### src/rtl/mem_arbiter.sv
// Arbitrates the single external memory port between the CPU and the front-panel loader.
// CPU has priority; a starvation counter forces a loader grant after STARVE_MAX CPU wins.
module mem_arbiter #(
   parameter int unsigned MEM_LAT    = 2,
   parameter int unsigned STARVE_MAX = 4
) (
   input  logic        clk,
   input  logic        rst,
   input  logic        cpu_req,
   input  logic        cpu_we,
   input  logic [15:0] cpu_addr,
   input  logic [7:0]  cpu_wdata,
   output logic [7:0]  cpu_rdata,
   output logic        cpu_ready,
   input  logic        ldr_req,
   input  logic        ldr_we,
   input  logic [15:0] ldr_addr,
   input  logic [7:0]  ldr_wdata,
   output logic [7:0]  ldr_rdata,
   output logic        ldr_ready,
   output logic [15:0] mem_addr,
   output logic [7:0]  mem_wdata,
   input  logic [7:0]  mem_rdata,
   output logic        mem_read,
   output logic        mem_write,
   output logic [1:0]  owner
);

   typedef enum logic [1:0] {StIdle, StAccess, StResp} state_e;

   localparam logic [3:0] LatInit   = 4'(MEM_LAT - 1);
   localparam logic [3:0] StarveMax = 4'(STARVE_MAX);
   localparam logic [1:0] OwnNone   = 2'b00;
   localparam logic [1:0] OwnCpu    = 2'b01;
   localparam logic [1:0] OwnLdr    = 2'b10;

   state_e      state_q, state_d;
   logic [3:0]  lat_cnt_q, lat_cnt_d;
   logic [3:0]  starve_cnt_q, starve_cnt_d;
   logic [15:0] addr_q, addr_d;
   logic [7:0]  wdata_q, wdata_d;
   logic        we_q, we_d;
   logic [1:0]  owner_q, owner_d;
   logic [7:0]  cpu_rdata_q, cpu_rdata_d;
   logic [7:0]  ldr_rdata_q, ldr_rdata_d;
   logic        ldr_win;

   always_comb begin
      state_d      = state_q;
      lat_cnt_d    = lat_cnt_q;
      starve_cnt_d = starve_cnt_q;
      addr_d       = addr_q;
      wdata_d      = wdata_q;
      we_d         = we_q;
      owner_d      = owner_q;
      cpu_rdata_d  = cpu_rdata_q;
      ldr_rdata_d  = ldr_rdata_q;
      ldr_win      = 1'b0;
      unique case (state_q)
         StIdle: begin
            if (cpu_req || ldr_req) begin
               ldr_win = ldr_req && (!cpu_req || (starve_cnt_q == StarveMax));
               if (ldr_win) begin
                  addr_d       = ldr_addr;
                  wdata_d      = ldr_wdata;
                  we_d         = ldr_we;
                  owner_d      = OwnLdr;
                  starve_cnt_d = 4'd0;
               end else begin
                  addr_d  = cpu_addr;
                  wdata_d = cpu_wdata;
                  we_d    = cpu_we;
                  owner_d = OwnCpu;
                  // Count only grants the loader actually lost out on.
                  if (!ldr_req) begin
                     starve_cnt_d = 4'd0;
                  end else if (starve_cnt_q != StarveMax) begin
                     starve_cnt_d = starve_cnt_q + 4'd1;
                  end
               end
               lat_cnt_d = LatInit;
               state_d   = StAccess;
            end
         end
         StAccess: begin
            if (lat_cnt_q == 4'd0) begin
               if (!we_q) begin
                  if (owner_q == OwnCpu) begin
                     cpu_rdata_d = mem_rdata;
                  end else begin
                     ldr_rdata_d = mem_rdata;
                  end
               end
               state_d = StResp;
            end else begin
               lat_cnt_d = lat_cnt_q - 4'd1;
            end
         end
         StResp: begin
            state_d = StIdle;
            owner_d = OwnNone;
         end
         default: state_d = StIdle;
      endcase
   end

   always_ff @(posedge clk or posedge rst) begin
      if (rst) begin
         state_q      <= StIdle;
         lat_cnt_q    <= 4'd0;
         starve_cnt_q <= 4'd0;
         addr_q       <= 16'd0;
         wdata_q      <= 8'd0;
         we_q         <= 1'b0;
         owner_q      <= OwnNone;
         cpu_rdata_q  <= 8'd0;
         ldr_rdata_q  <= 8'd0;
      end else begin
         state_q      <= state_d;
         lat_cnt_q    <= lat_cnt_d;
         starve_cnt_q <= starve_cnt_d;
         addr_q       <= addr_d;
         wdata_q      <= wdata_d;
         we_q         <= we_d;
         owner_q      <= owner_d;
         cpu_rdata_q  <= cpu_rdata_d;
         ldr_rdata_q  <= ldr_rdata_d;
      end
   end

   // Strobes decode straight from state so an async reset drops them at once.
   assign mem_read  = (state_q == StAccess) && !we_q;
   assign mem_write = (state_q == StAccess) && we_q;
   assign cpu_ready = (state_q == StResp) && (owner_q == OwnCpu);
   assign ldr_ready = (state_q == StResp) && (owner_q == OwnLdr);
   assign mem_addr  = addr_q;
   assign mem_wdata = wdata_q;
   assign owner     = owner_q;
   assign cpu_rdata = cpu_rdata_q;
   assign ldr_rdata = ldr_rdata_q;

endmodule

### config.mk
export PLATFORM = sky130hd
export DESIGN_NAME = mem_arbiter
export DESIGN_NICKNAME = d
export VERILOG_FILES = /design/src/rtl/mem_arbiter.sv
export SDC_FILE = /design/constraint.sdc
export NUM_CORES = 1
export LEC_CHECK = 0
export ABC_AREA = 1
export CORE_UTILIZATION = 30
export DETAILED_ROUTE_END_ITERATION = 10
export HOLD_SLACK_MARGIN = 0.15
export PLACE_DENSITY = 0.71
export SLEW_MARGIN = 20
export SYNTH_ARGS = -nofsm -noshare
export SYNTH_HDL_FRONTEND = slang
export SYNTH_SLANG_ARGS = --single-unit
### constraint.sdc
create_clock -name clk -period 2.1 [get_ports clk]
set_input_delay 0.315 -clock clk [delete_from_list [all_inputs] [get_ports clk]]
set_output_delay 0.315 -clock clk [all_outputs]
set_load 0.02 [all_outputs]
==> results.md <==
* Status: finished clean
* Reg2reg path depth at 7
* Routability cong. at 0.727
* Final min period at 2.02 ns
* Antenna viol nets, final at 0
* Power Dens Cells at 1480 mW/mm^2
* Share of layout cells above drive strength 1 at 13.4%
* Root Driver: clkbuf_8
* Total global routing track utilization at 16.3%
* Die Area at 0.00899 sq mm
* Crit Path Class: register to output pin
* CP Launch Type: register
* Synthesized area per cell at 9.16 sq um
* Placed cell count at 487
* Post-detail-place hpwl at 5440 um
* TritonCTS clock tree: built
* Worst R2R End: mem_addr[1]$_DFFE_PP0P_
* RSZ-0062 raised after global routing: no
* Final Hold Viols at 0
* FF+latch area at 0.00133 sq mm
* Max stage delay on crit path at 0.64 ns
* Total number of vias at 2442
* Pin count of the biggest net entering global routing at 35
* Crit-path cells: inv_2, nand2_4, nor2_4, clkdlybuf4s50_1
* Total gr overflow at 0
* Drt total wl at 7360 um
* CTS HTree Levels at 2
* Rel. slew slack at 64.0%
* Non-filler cells, final at 494
* Final TNS setup at 0 ns
* Final #Nets at 455
* Synth-to-Final Area Change at 50.1%
* IO Pins at 108
* Cell taking the most area after synthesis: dfrtp_1
* Worst Path Required at 1.78 ns
* Area fraction of the dominant cell type after synthesis at 51.3%
* Row Count at 33
* Initial drt markers at 142
* RR Startpoint: starve_cnt_q[0]$_DFFE_PP0P_
* Final slew viol count at 0
* Total Power at 5.75 mW
* Drt wl/cell at 14.9 um
* Die Y-Extent at 94.8 um
* Core area at 0.00826 sq mm
* Seq/Total Area, Yosys at 51.3%
* Synth Cell Area at 0.00258 sq mm
* Synth warn at 0
* CP max stage cell: clkdlybuf4s50_1
* Period utilisation layout at 96.2%
* Width of the die at 94.8 um
* Worst hold slack at 0.349 ns
* Fmax at 0.495 GHz
* Setup slack, reg-to-reg at 0.49 ns
* Maximum clock insertion buffer count at 2
* Worst slew pin tran at 0.538 ns
* Crit. End Element: output pin
* Clock sink count at 53
* Vias in the first global route at 2394
* Yosys reg bits at 53
* Final Setup Violations at 0
* CTS clock-pin slew for the worst setup and hold paths at 0.10 ns
* Syn Inst Count at 282
* Initial Util at 31.3%
* Syn nets at 348
* Cts bufs inserted at 5
* Clk_skew at 0.00664 ns
* PortBufs at 107
* HP Class: input pin to async pin
* FILL cells at 824
* First-pass GRT wire length at 11300 um
* Dominant cells by area after synthesis: dfrtp_1 51%, nand3_1 11%, nand2_1 7.3%
* Mean number of vias per cell at 4.94
* Hold Buf Count CTS at 0
* Initial antenna violation count at 0
* Max-Cap Viols at 0
* Area occupied by multi-input gates at 0.00108 sq mm
* Peak supply drop at 0.604 mV
* Synth cell types at 23
* Worst Path Max Fanout at 7
* DP Worst Slack at 0.281 ns
* Clk_lat worst skew at 0.29 ns
* Worst Path Arrival at 1.70 ns
* Leak at 1.72 nW
* Worst setup margin at 0.0804 ns
* ANT cells at 0
* DRC at 0
* Initial DRT Pass Iterations at 4
-- where the power goes --
group          switching [mW]  total, mW  internal, mW
sequential              0.346       1.86          1.51
clock                   0.321      0.668         0.347
combinational            1.80       3.22          1.42
total                    2.46       5.75          3.28
-- cells in the mapped netlist --
| cell | instances |
|---|---|
| buf_2 | 9 |
| buf_4 | 2 |
| buf_6 | 2 |
| clkbuf_1 | 3 |
| dfrtp_1 | 53 |
| ha_1 | 4 |
| inv_1 | 18 |
| inv_2 | 4 |
| nand2_1 | 50 |
| nand2_2 | 7 |
| nand2_4 | 1 |
| nand3_1 | 56 |
| nand3_4 | 2 |
| nand4_1 | 27 |
| nor2_1 | 10 |
| nor2_2 | 1 |
| nor2_4 | 3 |
| nor3_1 | 1 |
| o21ai_1 | 8 |
| o21ai_2 | 17 |
| o22ai_1 | 1 |
| xnor2_1 | 1 |
| xor2_1 | 2 |
-- metal layers --
layer	GRT usage, %	part of all wire, %	routed length (um)	vias up
met2	28.2	49	3590	101
met5	0	0	0	-
met1	20.2	43	3160	1164
met4	3.91	1.1	78	0
met3	4.19	7.2	530	6
li1	-	-	-	1171
-- kinds of logic (layout without fill, tap and decap cells) --
group,Yosys count,count (layout),synth area share [%]
compound gates,26,26,7.55
fa+ha+maj,4,4,1.94
buf+inv,38,145,6.83
flops,53,53,51.3
simple gates,158,158,31.3
xor+xnor,3,3,1.02
-- layout by cell type (no fill, tap or decap) --
cell type        instances
clkdlybuf4s50_1        105
nand3_1                 56
dfrtp_1                 53
nand2_1                 50
nand4_1                 27
inv_1                   17
o21ai_2                 17
nor2_1                  10
o21ai_1                  8
buf_4                    8
nand2_2                  7
inv_2                    5
clkbuf_8                 5
ha_1                     4
nor2_4                   3
nand3_4                  2
xor2_1                   2
nand2_4                  1
nor2_2                   1
nor3_1                   1
xnor2_1                  1
o22ai_1                  1
clkinv_2                 1
bufinv_16                1
dlymetal6s2s_1           1
dlygate4sd2_1            1
buf_12                   1
-- sequential cells by signal, indices dropped and copies added, names as in the netlist --
name / cells
cpu_rdata: 8
lat_cnt_q: 4
mem_wdata: 8
state_q: 2
ldr_rdata: 8
mem_addr: 16
owner: 2
starve_cnt_q: 4
we_q: 1
-- layout make-up --
class	instances	area share (%)
clock inverters	2	0.904
well taps	105	3.39
inverters	22	2.13
multi-input cells	191	27.9
flip-flops and latches	53	34.2
clock buffers	5	1.77
repair buffers	116	29.7
-- worst max-delay path, delay by kind of cell, from the launching register on --
family / cells / cell delay, ns
buffers and inverters: 2 / 0.74
flip-flops: 1 / 0.43
AND/OR/NAND/NOR: 2 / 0.24
-- stage by stage --
step / cell area, sq um / utilization, %
global route: 3880 / 47.0
global placement: 3770 / 45.7
finish: 3880 / 47.0
floorplan: 2580 / -
detailed placement: 3770 / 45.7
CTS: 3870 / 46.9
-- worst max path at each step --
stage,start,to,slack [ns],cells after the start
floorplan,rst,cpu_rdata[0]$_DFFE_PP0P_,0.50,1
global placement,ldr_req,mem_addr[0]$_DFFE_PP0P_,0.34,6
detailed placement,ldr_req,mem_addr[0]$_DFFE_PP0P_,0.28,6
CTS,owner[1]$_DFFE_PP0P_,cpu_ready,0.05,4
global route,state_q[1]$_DFFE_PP0P_,mem_write,0.02,4
finish,state_q[1]$_DFFE_PP0P_,mem_read,0.08,4
-- what timing repair did --
item / in CTS / in global routing
buffers inserted: 0 / 0
endpoints found under the setup margin: 1 / 1
resized for setup: 1 / 1
No activity file was read; power rests on OpenSTA's default activity.
